File: src/rtl/lp_seq_pkg.sv
// Shared state encoding, default timing constants and error codes for the
// low-power domain sequencers.
package lp_seq_pkg;

  typedef enum logic [2:0] {
    PD_ON      = 3'd0,
    PD_ISO_ON  = 3'd1,
    PD_SAVE    = 3'd2,
    PD_SW_OFF  = 3'd3,
    PD_OFF     = 3'd4,
    PD_SW_ON   = 3'd5,
    PD_RESTORE = 3'd6,
    PD_ISO_OFF = 3'd7
  } pd_seq_state_e;

  localparam int unsigned ISO_SETUP_CYC_DEF = 32'd2;
  localparam int unsigned RET_PULSE_CYC_DEF = 32'd1;
  localparam int unsigned SW_TIMEOUT_DEF    = 32'd255;

  // Reported by the LP message layer when the header switch never acknowledges.
  localparam logic [7:0] LP_ERR_SW_TIMEOUT = 8'h01;

  function automatic logic isBusyState(input logic [2:0] st);
    return !((st == PD_ON) || (st == PD_OFF));
  endfunction

endpackage

File: src/rtl/lp_seq_timer.sv
// Loadable, clearable down-counter that saturates at zero; done flags zero.
module lp_seq_timer #(
  parameter int unsigned CNT_W = 8
) (
  input  logic             clk,
  input  logic             rst_n,
  input  logic             load,
  input  logic             clear,
  input  logic [CNT_W-1:0] loadVal,
  output logic             done
);

  logic [CNT_W-1:0] count;

  // Load has priority over clear; counting stops once zero is reached.
  always_ff @(posedge clk or negedge rst_n) begin
    if (!rst_n) begin
      count <= {CNT_W{1'b0}};
    end else if (load) begin
      count <= loadVal;
    end else if (clear) begin
      count <= {CNT_W{1'b0}};
    end else if (count != {CNT_W{1'b0}}) begin
      count <= count - {{(CNT_W-1){1'b0}}, 1'b1};
    end else begin
      count <= count;
    end
  end

  assign done = (count == {CNT_W{1'b0}});

endmodule

File: src/rtl/lp_pd_seq_ctrl.sv
// Power-domain sequencer: orders isolation, retention and header switch.
// Define LP_PD_SEQ_RETENTION_EN to include the SAVE/RESTORE retention phases.
module lp_pd_seq_ctrl
  import lp_seq_pkg::*;
#(
  parameter int unsigned ISO_SETUP_CYC = ISO_SETUP_CYC_DEF,
  parameter int unsigned RET_PULSE_CYC = RET_PULSE_CYC_DEF,
  parameter int unsigned SW_TIMEOUT    = SW_TIMEOUT_DEF,
  parameter int unsigned CNT_W         = 8
) (
  input  logic clk,
  input  logic rst_n,
  input  logic pd_down_req,
  input  logic pd_up_req,
  input  logic sw_ack,
  output logic iso_en,
  output logic save,
  output logic restore,
  output logic pwr_sw_en,
  output logic pd_on,
  output logic busy,
  output logic seq_done,
  output logic sw_err
);

  localparam logic [2:0] ST_ON      = PD_ON;
  localparam logic [2:0] ST_ISO_ON  = PD_ISO_ON;
  localparam logic [2:0] ST_SAVE    = PD_SAVE;
  localparam logic [2:0] ST_SW_OFF  = PD_SW_OFF;
  localparam logic [2:0] ST_OFF     = PD_OFF;
  localparam logic [2:0] ST_SW_ON   = PD_SW_ON;
  localparam logic [2:0] ST_RESTORE = PD_RESTORE;
  localparam logic [2:0] ST_ISO_OFF = PD_ISO_OFF;

`ifdef LP_PD_SEQ_RETENTION_EN
  localparam logic [2:0] ST_AFTER_ISO = ST_SAVE;
  localparam logic [2:0] ST_AFTER_ACK = ST_RESTORE;
  localparam logic       RET_EN       = 1'b1;
`else
  localparam logic [2:0] ST_AFTER_ISO = ST_SW_OFF;
  localparam logic [2:0] ST_AFTER_ACK = ST_ISO_OFF;
  localparam logic       RET_EN       = 1'b0;
`endif

  logic [2:0]       state;
  logic [2:0]       nextState;
  logic             swTimeout;
  logic             tmrDone;
  logic             tmrLoad;
  logic             tmrClear;
  logic [CNT_W-1:0] tmrLoadVal;

  // A state lasting N cycles loads N-1 so done rises in its last cycle.
  function automatic logic [CNT_W-1:0] holdLoad(input int unsigned cyc);
    if (cyc == 32'd0) begin
      holdLoad = {CNT_W{1'b0}};
    end else begin
      holdLoad = CNT_W'(cyc - 32'd1);
    end
  endfunction

  // Sequencing decisions; requests are honoured only in ON and OFF.
  always_comb begin
    nextState = state;
    swTimeout = 1'b0;
    case (state)
      ST_ON:      if (pd_down_req) nextState = ST_ISO_ON; else nextState = state;
      ST_ISO_ON:  if (tmrDone) nextState = ST_AFTER_ISO; else nextState = state;
      ST_SAVE:    if (tmrDone) nextState = ST_SW_OFF; else nextState = state;
      ST_SW_OFF: begin
        if (!sw_ack) begin
          nextState = ST_OFF;
        end else if (tmrDone) begin
          nextState = ST_OFF;
          swTimeout = 1'b1;
        end else begin
          nextState = state;
        end
      end
      ST_OFF:     if (pd_up_req) nextState = ST_SW_ON; else nextState = state;
      ST_SW_ON: begin
        if (sw_ack) begin
          nextState = ST_AFTER_ACK;
        end else if (tmrDone) begin
          nextState = ST_OFF;
          swTimeout = 1'b1;
        end else begin
          nextState = state;
        end
      end
      ST_RESTORE: if (tmrDone) nextState = ST_ISO_OFF; else nextState = state;
      ST_ISO_OFF: if (tmrDone) nextState = ST_ON; else nextState = state;
      default:    nextState = ST_ON;
    endcase
  end

  // Timer reload value for the state being entered.
  always_comb begin
    tmrLoad = (nextState != state);
    case (nextState)
      ST_ISO_ON, ST_ISO_OFF: tmrLoadVal = holdLoad(ISO_SETUP_CYC);
      ST_SAVE, ST_RESTORE:   tmrLoadVal = holdLoad(RET_PULSE_CYC);
      ST_SW_OFF, ST_SW_ON:   tmrLoadVal = holdLoad(SW_TIMEOUT);
      default:               tmrLoadVal = {CNT_W{1'b0}};
    endcase
  end

  assign tmrClear = (state == ST_ON) || (state == ST_OFF);

  lp_seq_timer #(.CNT_W(CNT_W)) uTimer (
    .clk     (clk),
    .rst_n   (rst_n),
    .load    (tmrLoad),
    .clear   (tmrClear),
    .loadVal (tmrLoadVal),
    .done    (tmrDone)
  );

  // State and outputs are decoded from the next state so every output is a flop.
  always_ff @(posedge clk or negedge rst_n) begin
    if (!rst_n) begin
      state     <= ST_ON;
      iso_en    <= 1'b0;
      save      <= 1'b0;
      restore   <= 1'b0;
      pwr_sw_en <= 1'b1;
      pd_on     <= 1'b1;
      busy      <= 1'b0;
      seq_done  <= 1'b0;
      sw_err    <= 1'b0;
    end else begin
      state     <= nextState;
      iso_en    <= (nextState != ST_ON);
      save      <= RET_EN & (nextState == ST_SAVE);
      restore   <= RET_EN & (nextState == ST_RESTORE);
      pwr_sw_en <= !((nextState == ST_SW_OFF) || (nextState == ST_OFF));
      pd_on     <= (nextState == ST_ON);
      busy      <= isBusyState(nextState);
      seq_done  <= ((state == ST_SW_OFF) && (nextState == ST_OFF) && !swTimeout) ||
                   ((state == ST_ISO_OFF) && (nextState == ST_ON));
      sw_err    <= sw_err | swTimeout;
    end
  end

endmodule

File: config.mk
export PLATFORM = sky130hd
export DESIGN_NAME = lp_pd_seq_ctrl
export DESIGN_NICKNAME = d
export VERILOG_FILES = /design/src/rtl/lp_seq_pkg.sv /design/src/rtl/lp_seq_timer.sv /design/src/rtl/lp_pd_seq_ctrl.sv
export SDC_FILE = /design/constraint.sdc
export NUM_CORES = 1
export LEC_CHECK = 0
export ABC_AREA = 1
export ABC_CLOCK_PERIOD_IN_PS = 3400
export CAP_MARGIN = 20
export CORE_MARGIN = 4
export CORE_UTILIZATION = 35
export DETAILED_ROUTE_END_ITERATION = 10
export GPL_ROUTABILITY_DRIVEN = 1
export HOLD_SLACK_MARGIN = 0.15
export PLACE_DENSITY = 0.53
export SLEW_MARGIN = 15
export SYNTH_ARGS = -nofsm -noshare
export SYNTH_HDL_FRONTEND = slang
export SYNTH_HIERARCHICAL = 1
export SYNTH_SLANG_ARGS = --single-unit
File: constraint.sdc
create_clock -name clk -period 3.4 [get_ports clk]
set_clock_uncertainty 0.1 [all_clocks]
set_input_delay 0.51 -clock clk [delete_from_list [all_inputs] [get_ports clk]]
set_output_delay 0.51 -clock clk [all_outputs]
set_load 0.01 [all_outputs]
==> results.py, run 1 <==
metrics = {
    "status": {
        "status": "completed",
    },
    "power_and_ir_drop": {
        "leakagePower_nw": 0.6831,
        "power_density_nw_per_um2": 1149,
        "peakVddDrop_mv": 0.4025,
        "power_mw": 1.627,
    },
    "routing": {
        "vias_per_cell": 4.764,
        "ant_nets": 0,
        "top_layer_used": "met4",
        "wl_met2_um": 1154,
        "drc": 0,
        "drtPass1Iterations": 4,
        "met3WireLength_um": 112,
        "num_vias": 1029,
        "drt-initial-drc-count": 50,
        "wl_met1_um": 1292,
        "wl_um": 2574,
        "wl_per_cell_um": 11.92,
    },
    "global_route": {
        "grt_pass1_wl_um": 4623,
        "track_usage_pct": 12.88,
        "gr-total-overflow": 0,
        "grt_max_degree": 18,
        "antenna_found_initial": 0,
        "grt_pass1_vias": 1037,
    },
    "clocking": {
        "hold_buffers": 0,
        "cts_buffer_depth": 2,
        "htreeDepth": 1,
        "cts_resized": 0,
        "root_buffer": "clkbuf_4",
        "cts_tree": "done",
        "clk_latency_ns": 0.29,
        "cts_buffers": 3,
        "clk_pin_slew_worst_paths_ns": 0.11,
        "cts_sinks": 17,
        "postCtsSetupBuffers": 0,
    },
    "worst_setup_path": {
        "slowest_stage": "dfrtp_1",
        "cpPeakStageDelay_ns": 0.42,
        "crit_path_start_kind": "register",
        "r2r_end": "uTimer/count[4]",
        "critical_path_buf_inv_count": 2,
        "reg2reg_slack_ns": 0.44,
        "path_common_cell": "nand2_1",
        "worst-path-max-fanout": 10,
        "required_ns": 3.48,
        "ff2ff_path_depth": 15,
        "critPathTopFamily": "simple AND/OR/NAND/NOR gates",
        "critPathArrivalTime_ns": 3.05,
        "r2r-start": "uTimer/count[0]",
        "crit_type": "reg -> reg",
        "end_kind": "register",
        "path_cells": "inv_1 > ha_1 > nand4_2 > nor2_4 > nand2_1 > nand2_1 > nand3_2 > nand3_4 > nand2_1 > nand2_1 > nand3_1 > nor2_8 > nand4_4 > inv_2 > a21oi_1",
    },
    "floorplanning": {
        "start_util_pct": 36.96,
        "die_area_um2": 4632,
        "num_rows": 21,
        "fp.dieH_um": 68.06,
        "core_um2": 3416,
        "io_pins": 13,
        "die_w_um": 68.06,
    },
    "synthesis": {
        "syn_area_per_cell_um2": 7.940,
        "ys_ff_latch": 17,
        "synth.distinct_cells": 35,
        "synth.yosys.seq_area_share_pct": 33.89,
        "yosysWarnings": 6,
        "synthCells": 159,
        "synthesis.area_um2": 1262,
    },
    "timing": {
        "setup_viol": 0,
        "worst_hold_slack_ns": 0.3947,
        "setup_tns_ns": 0,
        "drv_slew": 0,
        "rsz0062_at_grt": "false",
        "hold_violations": 0,
        "finalCritPeriodShare_pct": 87.14,
        "worstMarginPinSlew_ns": 0.7582,
        "fin_ws_ns": 0.4371,
        "fmax_ghz": 0.3375,
        "relSlewSlack_pct": 49.30,
        "min_period_ns": 2.963,
    },
    "layout": {
        "final_cell_mix": "nand2_1 (33), nand3_1 (17), dfrtp_1 (15), inv_1 (14)",
        "layout_commonest_cell": "nand2_1",
        "final_nets": 178,
        "antennaDiodeCount": 0,
        "area_growth_pct": 12.19,
        "drive_gt1_share_pct": 28.24,
        "filler_cell_count": 364,
    },
    "placed_design": {
        "place.detailed.hpwl_um": 1998,
        "gp_congestion": 0.8680,
        "pre_cts_ws_ns": 0.4573,
        "io_buffers": 10,
    },
    "min_path": {
        "hold_class": "reg -> reg",
        "whs_endpoint": "sw_err",
        "min_from": "sw_err",
        "whs_path_depth": 1,
    },
    "job": {
        "cap_viol_max_count": 0,
    },
}
==> worst max path at each step <==
stage,end,depth (start not counted),from
finish,uTimer/count[4],15,uTimer/count[0]
floorplan,uTimer/count[1],16,uTimer/count[0]
detailed placement,uTimer/count[5],15,uTimer/count[0]
CTS,uTimer/count[4],15,uTimer/count[0]
global placement,uTimer/count[5],15,uTimer/count[0]
global route,uTimer/count[0],15,uTimer/count[0]
==> registers in the layout, summed over array words and instances (netlist names) <==
register,count
uTimer/count,8
pd_on,1
state,3
pwr_sw_en,1
seq_done,1
busy,1
iso_en,1
sw_err,1
==> Yosys cell counts, drive strengths merged <==
cell	number	share of area (%)
o21a	1	0.59
o21ai	4	1.6
ha	2	2.0
inv	25	7.6
nor3	1	0.40
buf	4	2.7
nor2	19	12
a21oi	8	3.8
a22oi	1	0.59
conb	1	0.30
a31oi	1	0.50
dfstp	2	4.2
o211ai	1	0.59
o21bai	1	0.59
nand4	4	3.7
nand2b	1	0.69
nand3	21	11
dfrtp	15	30
nor4	1	0.50
nand2	45	17
o31ai	1	0.59
==> through the flow <==
step,util (%),cells,area (um2)
after global placement,40.70,212,1390
after detailed placement,40.70,212,1390
final,41.47,216,1416
after global routing,41.47,216,1416
after CTS,41.47,216,1416
after floorplan,-,160,1266
==> kinds of logic after synthesis <==
logic type | Yosys count | synth area share (%)
AO/OA/AOI/OAI | 18 | 8.822
adder cells (fa/ha/maj) | 2 | 1.982
buffers and inverters | 29 | 10.31
flip-flops | 17 | 33.89
other | 1 | 0.2970
AND/OR/NAND/NOR | 92 | 44.70
==> where the power goes <==
group	switching (mW)	leakage (nW)	internal (mW)	total, mW
combinational	0.704	0.473	0.412	1.12
clock	0.0666	0.0150	0.0455	0.112
sequential	0.0946	0.196	0.305	0.400
==> layer usage <==
| metal | track usage, % | up-vias |
|---|---|---|
| met5 | 0 | - |
| met4 | 3.474 | 0 |
| met3 | 2.463 | 2 |
| met2 | 20.34 | 24 |
| met1 | 17.91 | 479 |
| li1 | - | 524 |
==> area by class of cell <==
cell class / instances / area (um2) / share of cell area, %
Sequential cell: 17 / 427.9 / 30.21
Tap cell: 46 / 57.56 / 4.064
Multi-Input combinational cell: 114 / 708.2 / 50.00
Timing Repair Buffer: 10 / 100.1 / 7.067
Clock buffer: 4 / 26.28 / 1.855
Inverter: 25 / 96.34 / 6.802
==> worst reg2reg max path: cells and delay by family, from the launching register on <==
kind	cells	cell delay, ns
AOI/OAI and AO/OA	1	0.05
adders and majority gates	1	0.26
buffers and inverters	2	0.25
DFF	1	0.42
and+or+nand+nor	11	1.78
(Power assumes the default switching activity.)
==> run 2: changes to the inputs <==
--- a/config.mk
+++ b/config.mk
@@ -5,7 +5,6 @@
 export SDC_FILE = /design/constraint.sdc
 export NUM_CORES = 1
 export LEC_CHECK = 0
-export ABC_AREA = 1
 export ABC_CLOCK_PERIOD_IN_PS = 3400
 export CAP_MARGIN = 20
 export CORE_MARGIN = 4
@@ -13,7 +12,7 @@
 export DETAILED_ROUTE_END_ITERATION = 10
 export GPL_ROUTABILITY_DRIVEN = 1
 export HOLD_SLACK_MARGIN = 0.15
-export PLACE_DENSITY = 0.53
+export PLACE_DENSITY = 0.54
 export SLEW_MARGIN = 15
 export SYNTH_ARGS = -nofsm -noshare
 export SYNTH_HDL_FRONTEND = slang
==> results.py, run 2 <==
metrics = {
    "status": {
        "status": "completed",
    },
    "timing": {
        "setup_tns_ns": 0,
        "finalCritPeriodShare_pct": 87.90,
        "fin_ws_ns": 0.4113,
        "rsz0062_at_grt": "false",
        "setup_viol": 0,
        "worstMarginPinSlew_ns": 0.7506,
        "relSlewSlack_pct": 49.81,
        "fmax_ghz": 0.3346,
        "hold_violations": 0,
        "worst_hold_slack_ns": 0.3883,
        "drv_slew": 0,
        "min_period_ns": 2.989,
    },
    "clocking": {
        "root_buffer": "clkbuf_4",
        "clk_pin_slew_worst_paths_ns": 0.09,
        "cts_tree": "done",
        "clk_latency_ns": 0.28,
        "cts_resized": 0,
        "cts_buffer_depth": 2,
        "cts_sinks": 17,
        "cts_buffers": 3,
        "hold_buffers": 0,
        "postCtsSetupBuffers": 0,
        "htreeDepth": 1,
    },
    "layout": {
        "final_nets": 122,
        "layout_commonest_cell": "dfrtp_1",
        "final_area_um2": 1147,
        "largest_reg_flops": 8,
        "regMostFlops": "uTimer/count",
        "final_cell_mix": "dfrtp_1 (15), nand2_1 (14), clkdlybuf4s50_1 (10), nor2_1 (8)",
        "area_growth_pct": 11.83,
        "drive_gt1_share_pct": 16.67,
        "reg.largest.list": "uTimer/count: 8 flops, state: 3 flops",
        "fin_cells": 145,
        "antennaDiodeCount": 0,
    },
    "worst_setup_path": {
        "required_ns": 3.52,
        "r2r_end": "uTimer/count[7]",
        "worst-path-max-fanout": 12,
        "end_kind": "register",
        "crit_path_start_kind": "register",
        "worstSetupStartpoint": "uTimer/count[0]",
        "critPathArrivalTime_ns": 3.11,
        "ff2ff_path_depth": 10,
        "cp-endpoint": "uTimer/count[7]",
        "r2r-start": "uTimer/count[0]",
        "crit_type": "reg -> reg",
        "reg2reg_slack_ns": 0.41,
    },
    "global_route": {
        "gr-total-overflow": 0,
        "track_usage_pct": 10.65,
        "antenna_found_initial": 0,
        "grt_max_degree": 18,
        "grt_pass1_vias": 720,
        "grt_pass1_wl_um": 3339,
    },
    "routing": {
        "wl_per_cell_um": 13.31,
        "drt-initial-drc-count": 23,
        "drtPass1Iterations": 4,
        "drc": 0,
        "ant_nets": 0,
        "wl_um": 1930,
        "num_vias": 737,
        "vias_per_cell": 5.083,
    },
    "synthesis": {
        "ys_top_cells_by_count": "dfrtp_1 (15), nand2_1 (14), nor2_1 (8), o21ai_2 (5), xnor2_1 (5)",
        "synthesis.area_um2": 1026,
        "yosysMostFrequentCell": "dfrtp_1",
        "synth.yosys.seq_area_share_pct": 41.71,
        "synth_edf_count": 0,
        "ys_ff_latch": 17,
        "yosysWarnings": 6,
        "async_flop_share_pct": 100.0,
        "synth.distinct_cells": 44,
        "synthCells": 106,
        "synth_area_leader_cell": "dfrtp_1",
        "synthTopCellsByArea": "dfrtp_1 (37%), dfstp_2 (5.1%), nand2_1 (5.1%)",
        "dominantRegCellSynth": "dfrtp_1",
        "syn_area_per_cell_um2": 9.679,
        "synth_top_area_share_pct": 36.59,
    },
    "power_and_ir_drop": {
        "power_density_nw_per_um2": 1059,
        "comb_power_share_pct": 59.6,
        "intPower_uw": 678.8,
        "seq_power_share_pct": 31.9,
        "leakagePower_nw": 0.4664,
        "switchingPower_uw": 536.2,
        "swShare_pct": 44.13,
        "peakVddDrop_mv": 0.4543,
        "pwr-share-clk_pct": 8.6,
    },
    "floorplanning": {
        "fp.dieH_um": 62.14,
        "die_area_um2": 3861,
        "io_pins": 13,
        "start_util_pct": 36.89,
        "core_um2": 2781,
        "num_rows": 19,
        "die_w_um": 62.14,
    },
    "placed_design": {
        "dpl_cell_area_um2": 1120,
        "io_buffers": 10,
        "dp.cells": 141,
        "gp_congestion": 0.7334,
        "place.detailed.hpwl_um": 1452,
        "pre_cts_ws_ns": 0.4368,
    },
    "min_path": {
        "hold_class": "reg -> reg",
        "min_from": "sw_err",
    },
    "job": {
        "cap_viol_max_count": 0,
    },
}
## run 2: changes by cell type after synthesis, sizes merged, moves of 4 or more
cell   before  now
nand2      45   14
inv        25    4
nand3      21    1
nor2       19    9
o21ai       4    9
xnor2       0    5
a21oi       8    4
nand4       4    0
## run 2: how the worst min path moves through the flow
stage               slack [ns]     end  cells past startpoint
floorplan                 0.11    busy                      0
global placement          0.37  sw_err                      1
detailed placement        0.37  sw_err                      1
CTS                       0.40  sw_err                      1
global route              0.45  sw_err                      1
finish                    0.39  sw_err                      1
## run 2: power by group through the flow
stage / Clock, mW / Sequential, mW / Combinational, mW
after floorplan: 0 / 0.351 / 0.637
after global placement: 0 / 0.391 / 0.733
after detailed placement: 0 / 0.392 / 0.730
after CTS: 0.112 / 0.387 / 0.736
after global routing: 0.120 / 0.403 / 0.814
final: 0.104 / 0.387 / 0.724
## run 2: final cells by class
class | instances | area, um2
Timing Repair Buffer | 11 | 107.6
Multi-Input combinational cell | 78 | 530.5
Tap cell | 31 | 38.79
Fill cell | 265 | 1634
Inverter | 4 | 15.01
Clock buffer | 3 | 22.52
Sequential cell | 17 | 427.9
Clock inverter | 1 | 5.005
## run 2: worst max-delay path, stage by stage (launching register included)
cell and delay, ns:
dfrtp_1 0.38, inv_1 0.12, ha_1 0.15, nor4b_2 0.23, and3b_1 0.28, xnor2_1 0.08, a211o_1 0.31, a21o_4 0.21
mux2_1 0.45, or3_4 0.46, o21ai_2 0.15
## run 2: through the flow
step                total power [mW]  utilization [%]
global placement               1.124            40.26
detailed placement             1.122            40.26
global route                   1.337            41.25
floorplan                     0.9876                -
finish                         1.215            41.25
CTS                            1.235            41.25
## run 2: metal layers
metal | track usage (%) | part of all wire, % | vias up
li1 | - | - | 376
met1 | 12.82 | 45 | 345
met2 | 16.84 | 48 | 14
met3 | 3.784 | 6.0 | 2
met4 | 4.878 | 0.83 | 0
met5 | 0 | 0 | -
## run 2: cell families (layout without fill, tap and decap cells)
kind of cell,after synthesis,after routing,share of synthesized area (%)
AO/OA/AOI/OAI,24,24,17.44
XOR/XNOR,7,7,5.976
adder cells (fa/ha/maj),2,2,2.439
buffers and inverters,12,19,6.949
flip-flops,17,17,41.71
multiplexers,4,4,4.634
other,1,2,0.3655
AND/OR/NAND/NOR,39,39,20.49
==> run 3: changes to the inputs <==
--- a/config.mk
+++ b/config.mk
@@ -13,6 +13,7 @@
 export GPL_ROUTABILITY_DRIVEN = 1
 export HOLD_SLACK_MARGIN = 0.15
 export PLACE_DENSITY = 0.54
+export SKIP_CTS_REPAIR_TIMING = 1
 export SLEW_MARGIN = 15
 export SYNTH_ARGS = -nofsm -noshare
 export SYNTH_HDL_FRONTEND = slang
==> results of run 3 <==
The final DEF is identical to that of run 2; final timing and power are the same.
